==> config.mk <==
export PLATFORM = sky130hd
export DESIGN_NAME = mem_access_unit_flat
export DESIGN_NICKNAME = d
export VERILOG_FILES = /design/src/rtl/mem_access_unit_if.sv /design/src/rtl/mem_access_unit.sv /design/src/flat_wrapper.sv
export SDC_FILE = /design/constraint.sdc
export NUM_CORES = 1
export LEC_CHECK = 0
export ABC_AREA = 1
export CORE_MARGIN = 3
export CORE_UTILIZATION = 30
export DETAILED_ROUTE_END_ITERATION = 10
export HOLD_SLACK_MARGIN = 0.05
export PLACE_DENSITY = 0.63
export SLEW_MARGIN = 40
export SYNTH_ARGS = -nofsm -noshare
export SYNTH_HDL_FRONTEND = slang
export SYNTH_SLANG_ARGS = --single-unit
==> constraint.sdc <==
create_clock -name clk -period 3.2 [get_ports clk]
set_clock_uncertainty 0.1 [all_clocks]
set_input_delay 0.8 -clock clk [delete_from_list [all_inputs] [get_ports clk]]
set_output_delay 0.8 -clock clk [all_outputs]
set_load 0.03 [all_outputs]
==> src/rtl/mem_access_unit_if.sv <==
// Pipeline-side request/load-return bus and data-memory command bus of the MEM-stage load/store unit.
interface mem_access_unit_if #(
  parameter int DM_ADDRESS = 9,
  parameter int DATA_W     = 32
);
  logic                  req_valid;
  logic                  req_ready;
  logic                  MemRead;
  logic                  MemWrite;
  logic [2:0]            funct3;
  logic [31:0]           addr;
  logic [DATA_W-1:0]     store_data;
  logic                  dm_read;
  logic                  dm_write;
  logic [DM_ADDRESS-1:0] dm_addr;
  logic [DATA_W-1:0]     dm_wd;
  logic [DATA_W-1:0]     dm_rd;
  logic [DATA_W-1:0]     load_data;
  logic                  load_valid;
  logic                  misalign_err;

  modport slave (
    input  req_valid, MemRead, MemWrite, funct3, addr, store_data, dm_rd,
    output req_ready, dm_read, dm_write, dm_addr, dm_wd, load_data, load_valid, misalign_err
  );

  modport master (
    output req_valid, MemRead, MemWrite, funct3, addr, store_data, dm_rd,
    input  req_ready, dm_read, dm_write, dm_addr, dm_wd, load_data, load_valid, misalign_err
  );
endinterface

==> src/rtl/mem_access_unit.sv <==
// MEM-stage load/store front-end: word-granular memory commands, sub-word stores as
// read-modify-write, and lane extraction with sign/zero extension for loads.
module mem_access_unit #(
  parameter int DM_ADDRESS = 9,
  parameter int DATA_W     = 32
) (
  input logic             clk,
  input logic             reset,
  mem_access_unit_if.slave bus
);
  typedef enum logic [1:0] {IDLE, LOAD_WAIT, RMW_WRITE} state_t;

  state_t                r_state, w_next;
  logic [2:0]            r_f3;
  logic [1:0]            r_off;
  logic [DM_ADDRESS-1:0] r_waddr;
  logic [DATA_W-1:0]     r_sdata;
  logic                  r_err;

  logic [DM_ADDRESS-1:0] w_waddr;
  logic [1:0]            w_off;
  logic                  w_accept, w_f3_ok, w_align_ok, w_bad, w_cap, w_cap_sub;
  logic [7:0]            w_byte;
  logic [15:0]           w_half;
  logic [DATA_W-1:0]     w_ext, w_merge;

  assign w_waddr       = bus.addr[DM_ADDRESS+1:2];
  assign w_off         = bus.addr[1:0];
  assign bus.req_ready = (r_state == IDLE) && !reset;
  assign w_accept      = bus.req_valid && bus.req_ready;
  assign bus.misalign_err = r_err;

  // A no-op (neither read nor write) is never rejected, whatever funct3 holds.
  always_comb begin
    w_f3_ok    = (bus.funct3 == 3'b000) || (bus.funct3 == 3'b001) || (bus.funct3 == 3'b010) ||
                 (bus.funct3 == 3'b100) || (bus.funct3 == 3'b101);
    w_align_ok = 1'b1;
    if (bus.funct3[1:0] == 2'b01) w_align_ok = !w_off[0];
    if (bus.funct3[1:0] == 2'b10) w_align_ok = (w_off == 2'b00);
    w_bad = (bus.MemRead && bus.MemWrite) ||
            ((bus.MemRead || bus.MemWrite) &&
             (!w_f3_ok || !w_align_ok || (bus.MemWrite && bus.funct3[2])));
  end

  always_comb begin
    w_byte = bus.dm_rd[{r_off, 3'b000} +: 8];
    w_half = bus.dm_rd[{r_off[1], 4'b0000} +: 16];
    case (r_f3)
      3'b000:  w_ext = {{(DATA_W-8){w_byte[7]}}, w_byte};
      3'b100:  w_ext = {{(DATA_W-8){1'b0}}, w_byte};
      3'b001:  w_ext = {{(DATA_W-16){w_half[15]}}, w_half};
      3'b101:  w_ext = {{(DATA_W-16){1'b0}}, w_half};
      default: w_ext = bus.dm_rd;
    endcase
    w_merge = bus.dm_rd;
    if (r_f3[0]) w_merge[{r_off[1], 4'b0000} +: 16] = r_sdata[15:0];
    else         w_merge[{r_off, 3'b000} +: 8]      = r_sdata[7:0];
  end

  always_comb begin
    w_next         = r_state;
    w_cap          = 1'b0;
    w_cap_sub      = 1'b0;
    bus.dm_read    = 1'b0;
    bus.dm_write   = 1'b0;
    bus.dm_addr    = r_waddr;
    bus.dm_wd      = '0;
    bus.load_data  = '0;
    bus.load_valid = 1'b0;
    if (reset) begin
      w_next = IDLE;
    end else begin
      case (r_state)
        IDLE: begin
          if (w_accept && !w_bad && bus.MemRead) begin
            bus.dm_read = 1'b1;
            bus.dm_addr = w_waddr;
            w_cap       = 1'b1;
            w_next      = LOAD_WAIT;
          end else if (w_accept && !w_bad && bus.MemWrite) begin
            bus.dm_addr = w_waddr;
            w_cap       = 1'b1;
            if (bus.funct3 == 3'b010) begin
              bus.dm_write = 1'b1;
              bus.dm_wd    = bus.store_data;
            end else begin
              bus.dm_read = 1'b1;
              w_cap_sub   = 1'b1;
              w_next      = RMW_WRITE;
            end
          end
        end
        LOAD_WAIT: begin
          bus.load_valid = 1'b1;
          bus.load_data  = w_ext;
          w_next         = IDLE;
        end
        RMW_WRITE: begin
          bus.dm_write = 1'b1;
          bus.dm_wd    = w_merge;
          w_next       = IDLE;
        end
        default: w_next = IDLE;
      endcase
    end
  end

  always_ff @(posedge clk) begin
    if (reset) begin
      r_state <= IDLE;
      r_f3    <= '0;
      r_off   <= '0;
      r_waddr <= '0;
      r_sdata <= '0;
      r_err   <= 1'b0;
    end else begin
      r_state <= w_next;
      r_err   <= w_accept && w_bad;
      if (w_cap) begin
        r_waddr <= w_waddr;
        r_f3    <= bus.funct3;
        r_off   <= w_off;
      end
      if (w_cap_sub) r_sdata <= bus.store_data;
    end
  end
endmodule

==> src/flat_wrapper.sv <==
// flat-port wrapper written by rule: the top's interface ports become plain ports
module mem_access_unit_flat 
#(
  parameter int DM_ADDRESS = 9,
  parameter int DATA_W     = 32
)
  (clk, reset, bus_req_valid, bus_MemRead, bus_MemWrite, bus_funct3, bus_addr, bus_store_data, bus_dm_rd, bus_req_ready, bus_dm_read, bus_dm_write, bus_dm_addr, bus_dm_wd, bus_load_data, bus_load_valid, bus_misalign_err);
  mem_access_unit_if #(.DM_ADDRESS(DM_ADDRESS), .DATA_W(DATA_W)) bus_i ();
  input logic clk;
  input logic reset;
  input wire logic [$bits(bus_i.req_valid)-1:0] bus_req_valid;
  input wire logic [$bits(bus_i.MemRead)-1:0] bus_MemRead;
  input wire logic [$bits(bus_i.MemWrite)-1:0] bus_MemWrite;
  input wire logic [$bits(bus_i.funct3)-1:0] bus_funct3;
  input wire logic [$bits(bus_i.addr)-1:0] bus_addr;
  input wire logic [$bits(bus_i.store_data)-1:0] bus_store_data;
  input wire logic [$bits(bus_i.dm_rd)-1:0] bus_dm_rd;
  output wire logic [$bits(bus_i.req_ready)-1:0] bus_req_ready;
  output wire logic [$bits(bus_i.dm_read)-1:0] bus_dm_read;
  output wire logic [$bits(bus_i.dm_write)-1:0] bus_dm_write;
  output wire logic [$bits(bus_i.dm_addr)-1:0] bus_dm_addr;
  output wire logic [$bits(bus_i.dm_wd)-1:0] bus_dm_wd;
  output wire logic [$bits(bus_i.load_data)-1:0] bus_load_data;
  output wire logic [$bits(bus_i.load_valid)-1:0] bus_load_valid;
  output wire logic [$bits(bus_i.misalign_err)-1:0] bus_misalign_err;
  assign bus_i.req_valid = bus_req_valid;
  assign bus_i.MemRead = bus_MemRead;
  assign bus_i.MemWrite = bus_MemWrite;
  assign bus_i.funct3 = bus_funct3;
  assign bus_i.addr = bus_addr;
  assign bus_i.store_data = bus_store_data;
  assign bus_i.dm_rd = bus_dm_rd;
  assign bus_req_ready = bus_i.req_ready;
  assign bus_dm_read = bus_i.dm_read;
  assign bus_dm_write = bus_i.dm_write;
  assign bus_dm_addr = bus_i.dm_addr;
  assign bus_dm_wd = bus_i.dm_wd;
  assign bus_load_data = bus_i.load_data;
  assign bus_load_valid = bus_i.load_valid;
  assign bus_misalign_err = bus_i.misalign_err;
  mem_access_unit #(.DM_ADDRESS(DM_ADDRESS), .DATA_W(DATA_W)) u_core (.clk(clk), .reset(reset), .bus(bus_i));
endmodule
Yosys cells after proc, flatten, opt, wreduce, memory -nomap -nowiden. Cells that the tools add are included.

Output and inout bits: 78. Input bits: 104. Bits in registers: 33. Logic and storage cells: 99.

Bitwise gates (word level): 2. Muxes and demuxes: 39. Reductions and logical operators: 31. $add $sub $neg: 2. Shift-type cells: 6. Equal/unequal tests: 12.

Operators by type and width (count): 32-bit 2-to-1 mux (7); 32-bit case mux with 4 select lines (1); 32-bit bitwise mux (2); 32-bit case mux with 2 select lines (1); 9-bit 2-to-1 mux (4); 16-bit by 7-bit variable shift with 32-bit output, first input constant (1); 8-bit by 7-bit variable shift with 32-bit output, first input constant (1); 16-bit by 7-bit variable part select with 32-bit output (1); 32-bit by 6-bit variable part select with 16-bit output (1); 32-bit by 6-bit variable part select with 8-bit output (1); 8-bit by 7-bit variable part select with 32-bit output (1); 1-bit 2-to-1 mux (23); 5-bit negation with 7-bit output (2); 3-bit == test, second input constant (4); 1-bit logical AND (9); 1-bit logical OR (8); 3-bit by 1-bit == test with 1-bit output, second input constant (2); 3-bit zero test (2); 1-bit zero test (5); 2-bit by 1-bit == test with 1-bit output, second input constant (2); 2-bit == test, second input constant (2); 2-bit zero test (2); 2-bit AND reduction (2); 3-bit by 2-bit == test with 1-bit output, second input constant (1); 6 further kinds (7).

Logic depth before layout (Yosys ltp).
Word-level depth: 17. Depth in mapped cells: 13. Gate-level depth less buffers: 9.

Least setup slack after synthesis. OpenSTA, ideal clock, no wires.

Path kind: input-to-output. Start point: input reset. End point: output bus_load_data[7]. Required time: 2300 ps. Setup slack: -64 ps. Arrival time: 2364 ps. Buffers on the path: 2. Cell stages on the path: 7. Path through: buf_6 inv_1 nand3_1 inv_1 clkbuf_1 o21ai_0 a31oi_1.

Longest elaborated chain between the ends: 1.

Ends and longest elaborated chain: start: declaration (RTL line flat_wrapper.sv:10) `input logic reset;`; 32-bit 2-to-1 mux (RTL line mem_access_unit.sv:70) `if (reset) begin`; end: declaration (RTL line flat_wrapper.sv:23) `output wire logic [$bits(bus_i.load_data)-1:0] bus_load_data;`.

No other way between the ends.

Worst setup path in the final report.
Start point: input bus_funct3[0]. End point: output bus_dm_wd[0].

Longest elaborated chain between the ends: 17. Elaborated cells between the ends (all ways): 28. Classes of those cells: eq/ne (6); mux (7); reduce/logical (15).

Ends and longest elaborated chain: start: declaration (RTL line flat_wrapper.sv:14) `input wire logic [$bits(bus_i.funct3)-1:0] bus_funct3;`; 3-bit by 1-bit == test with 1-bit output / 3-bit zero test (equally long branches) (RTL line mem_access_unit.sv:35) `w_f3_ok = (bus.funct3 == 3'b000) || (bus.funct3 == 3'b001) || (bus.funct3 == 3'b010) ||`; 1-bit logical OR (3 in a row) (RTL line mem_access_unit.sv:35); 1-bit logical OR (RTL line mem_access_unit.sv:36) `(bus.funct3 == 3'b100) || (bus.funct3 == 3'b101);`; 1-bit zero test (RTL line mem_access_unit.sv:42) `(!w_f3_ok || !w_align_ok || (bus.MemWrite && bus.funct3[2])));`; 1-bit logical OR (2 in a row) (RTL line mem_access_unit.sv:42); 1-bit logical AND (RTL line mem_access_unit.sv:41) `((bus.MemRead || bus.MemWrite) &&`; 1-bit logical OR (RTL line mem_access_unit.sv:40) `w_bad = (bus.MemRead && bus.MemWrite) ||`; 1-bit zero test (RTL line mem_access_unit.sv:75, mem_access_unit.sv:80); 1-bit logical AND (RTL line mem_access_unit.sv:75, mem_access_unit.sv:80); 1-bit logical AND (RTL line mem_access_unit.sv:80) `end else if (w_accept && !w_bad && bus.MemWrite) begin`; 32-bit 2-to-1 mux (RTL line mem_access_unit.sv:80); 32-bit 2-to-1 mux (*) (RTL line mem_access_unit.sv:75) `if (w_accept && !w_bad && bus.MemRead) begin`; 32-bit case mux with 2 select lines (*) (RTL line mem_access_unit.sv:73) `case (r_state)`; 32-bit 2-to-1 mux (*) (RTL line mem_access_unit.sv:70); end: declaration (RTL line flat_wrapper.sv:22) `output wire logic [$bits(bus_i.dm_wd)-1:0] bus_dm_wd;`.

Mark *: on every way between the ends. The rest lies on a longest branch, timed or not.

==> qor.csv <==
stage,metric,value,unit
pwr,Power Dens Cells,232.0,nW/um2
global_routing,largest net degree at the start of global routing,55,
floorplan,Initial Util,31.23,%
synthesis,number of enable flip-flop cells after synthesis,0,
sta,Final Hold Slack,0.4036,ns
global_routing,GRT Total Usage,19.87,%
routing,met2 wire len,7.955,mm
global_routing,initial antenna violation count,0,
sta,Final period util,99.19,%
placed_design,DP Wirelength,11.63,mm
synthesis,Syn Area/Cell,5.208,um2
status,outcome,finished clean,
synthesis,Commonest cells post-synth,"260 x nor2_1, 100 x nand2_1, 89 x inv_1",
sta,Max-slew headroom,62.57,%
routing,"wirelength, routed",15.90,mm
floorplan,I/O pin cnt,182,
cts,clk buf depth,2,
routing,drt via density,4.857,
placed_design,Routability Congestion,0.8843,
synthesis,post-synthesis cell type count,31,
synthesis,Yosys top cell by area,nor2_1,
cts,clock latency on the worst-skew pair,0.28,ns
synthesis,Synthesized Nets,878,
sta,Slew Limit Fails,0,
synthesis,Yosys warning total,0,
min_path,HP Class,flop to flop,
cts,Clock Sinks,33,
synthesis,Mapped Cells,769,
synthesis,share of the synthesized area in the top cell type,24.37,%
floorplan,die area,14770,um2
layout,final non-filler cell total,1121,
routing,top sig layer,met4,
layout,share of layout cells above drive strength 1,21.81,%
synthesis,#FFs+latches synth,33,
sta,fmax,0.3150,GHz
floorplan,overall die width,121.5,um
routing,first-pass iteration count of the detailed router,4,
run,MaxCap Viol Count,0,
worst_setup_path,crit path DAT,2.27,ns
sta,RSZ-0062 raised after global routing,true,
sta,min Tclk post-route,3.174,ns
worst_setup_path,worst reg2reg setup slack,1.26,ns
synthesis,mapped cell area,4005,um2
cts,CTS H-tree lvls,2,
routing,Post-route DRC,0,
routing,via count,5445,
worst_setup_path,Critical Path End Type,output pin,
global_routing,first-pass GRT wire length,24.13,mm
pwr,VDD IR max,0.2256,mV
global_routing,vias in the first global route,4901,
synthesis,register area share after synthesis,16.49,%
global_routing,GR Overflow Total,0,
sta,final hold violations,0,
synthesis,synth top area cells,"nor2_1 24%, dfxtp_1 16%, nand2_1 9.4%, inv_1 8.3%, o21ai_0 8.1%",
sta,final setup vio count,0,
routing,drt wl/cell,14.19,um
sta,Slew @ Worst Pin,0.5577,ns
cts,"Reg clk slew, reported paths",0.05,ns
worst_setup_path,worst endpoint required time,2.30,ns
pwr,Leak Pwr,3.035,nW
sta,setup TNS,0,ns
cts,CTS Buf Count,5,
routing,WL met1,6.746,mm
cts,root buffer cell,clkbuf_16,
floorplan,Die Y-Extent,121.5,um
layout,final core utilization,51.20,%
cts,hold buffer count at CTS,0,
placed_design,DP Cell Count,1096,
layout,final net count,1057,
synthesis,cell with the most instances after synthesis,nor2_1,
worst_setup_path,crit path max fanout,9,
floorplan,Core Region,12820,um2
layout,# diodes,0,
placed_design,number of port buffers,160,
layout,area grow syn2layout,63.95,%
routing,first-iteration detailed-routing DRC count,480,
worst_setup_path,Crit Path Category,input pin to output pin,
routing,"antenna viol nets, final",0,
cts,TritonCTS clock tree,built,
synthesis,Post-synth ARST share,0,%
floorplan,number of cell rows,41,
synthesis,top_reg_cell synth,dfxtp_1,
worst_setup_path,critical path launch point type,input pin,
routing,wire length on met3,857,um
## final cells by class
type,count,area (um2)
fillers,1370,6259
multi-input cells,594,2867
repair buffers,224,2327
flip-flops and latches,33,661.9
inverters,90,342.8
well taps,172,215.2
clock buffers,6,138.9
clock inverters,2,13.76
## worst paths after layout
kind,from,endpoint,cells past startpoint
min reg2reg,u_core.r_sdata[15],u_core.r_sdata[15],2
max reg2reg,u_core.r_state[0],u_core.r_sdata[7],10
max,bus_funct3[0],bus_dm_wd[0],13
min,u_core.r_sdata[15],u_core.r_sdata[15],2
## stage by stage
stage,power [mW],worst slack [ns],area [um2]
after floorplan,0.7427,0.01814,4011
after global placement,0.9853,-0.2299,6036
after detailed placement,0.9868,-0.2247,6036
after CTS,1.507,0.001424,6417
after global routing,1.605,-0.03266,6566
final,1.523,0.02585,6566
## layer usage
metal  track usage, %  vias to the layer above
li1                 -                     2827
met3            2.739                       20
met1            24.52                     2439
met2            36.23                      159
met4            5.042                        0
met5                0                        -
## sequential cells by signal, summed over array words and instances, names as in the netlist
| name | flops |
|---|---|
| u_core.r_sdata | 16 |
| u_core.bus.misalign_err | 1 |
| u_core.r_waddr | 9 |
| u_core.r_f3 | 3 |
| u_core.r_state | 2 |
| u_core.r_off | 2 |
## timing repair
action | 4_1_cts | 5_1_grt
setup buffers | 8 | 4
setup endpoints to repair | 64 | 56
cloned | 2 | 3
resized for setup | 42 | 29
pin swaps | 11 | 15
hold endpoints to repair | 0 | 0
## worst max-delay path: stages
cell,delay (ns)
clkdlybuf4s15_2,0.23
nor2_4,0.05
buf_4,0.13
buf_4,0.12
buf_4,0.13
nand2_4,0.08
clkinv_4,0.09
clkbuf_16,0.18
nand2_1,0.06
nor2_1,0.04
nor2_1,0.14
nor2_2,0.06
buf_12,0.16
## cell usage in the layout (no fill, tap or decap), types with 9 or more instances in the layout
cell type	Yosys	routed
nor2_1	260	242
buf_4	3	102
nand2_1	100	93
inv_1	89	85
clkdlybuf4s50_1	0	72
o21ai_0	65	61
a21oi_1	58	58
dfxtp_1	33	32
nand3_1	33	31
buf_12	0	29
o22ai_1	24	24
nor2_2	2	18
o21ai_2	10	9
## power by group
part	leakage (nW)	internal [mW]	switching, mW
clock network	0.0768	0.309	0.184
registers	0.268	0.426	0.0138
logic	2.69	0.271	0.319
total	3.03	1.01	0.517
## cell families after synthesis
group	after synthesis	synth area share (%)
AO/OA/AOI/OAI	175	24.80
adder cells (fa/ha/maj)	5	1.562
buffers and inverters	143	14.96
flip-flops	33	16.49
AND/OR/NAND/NOR	413	42.17
No activity file was read; power rests on OpenSTA's default activity.
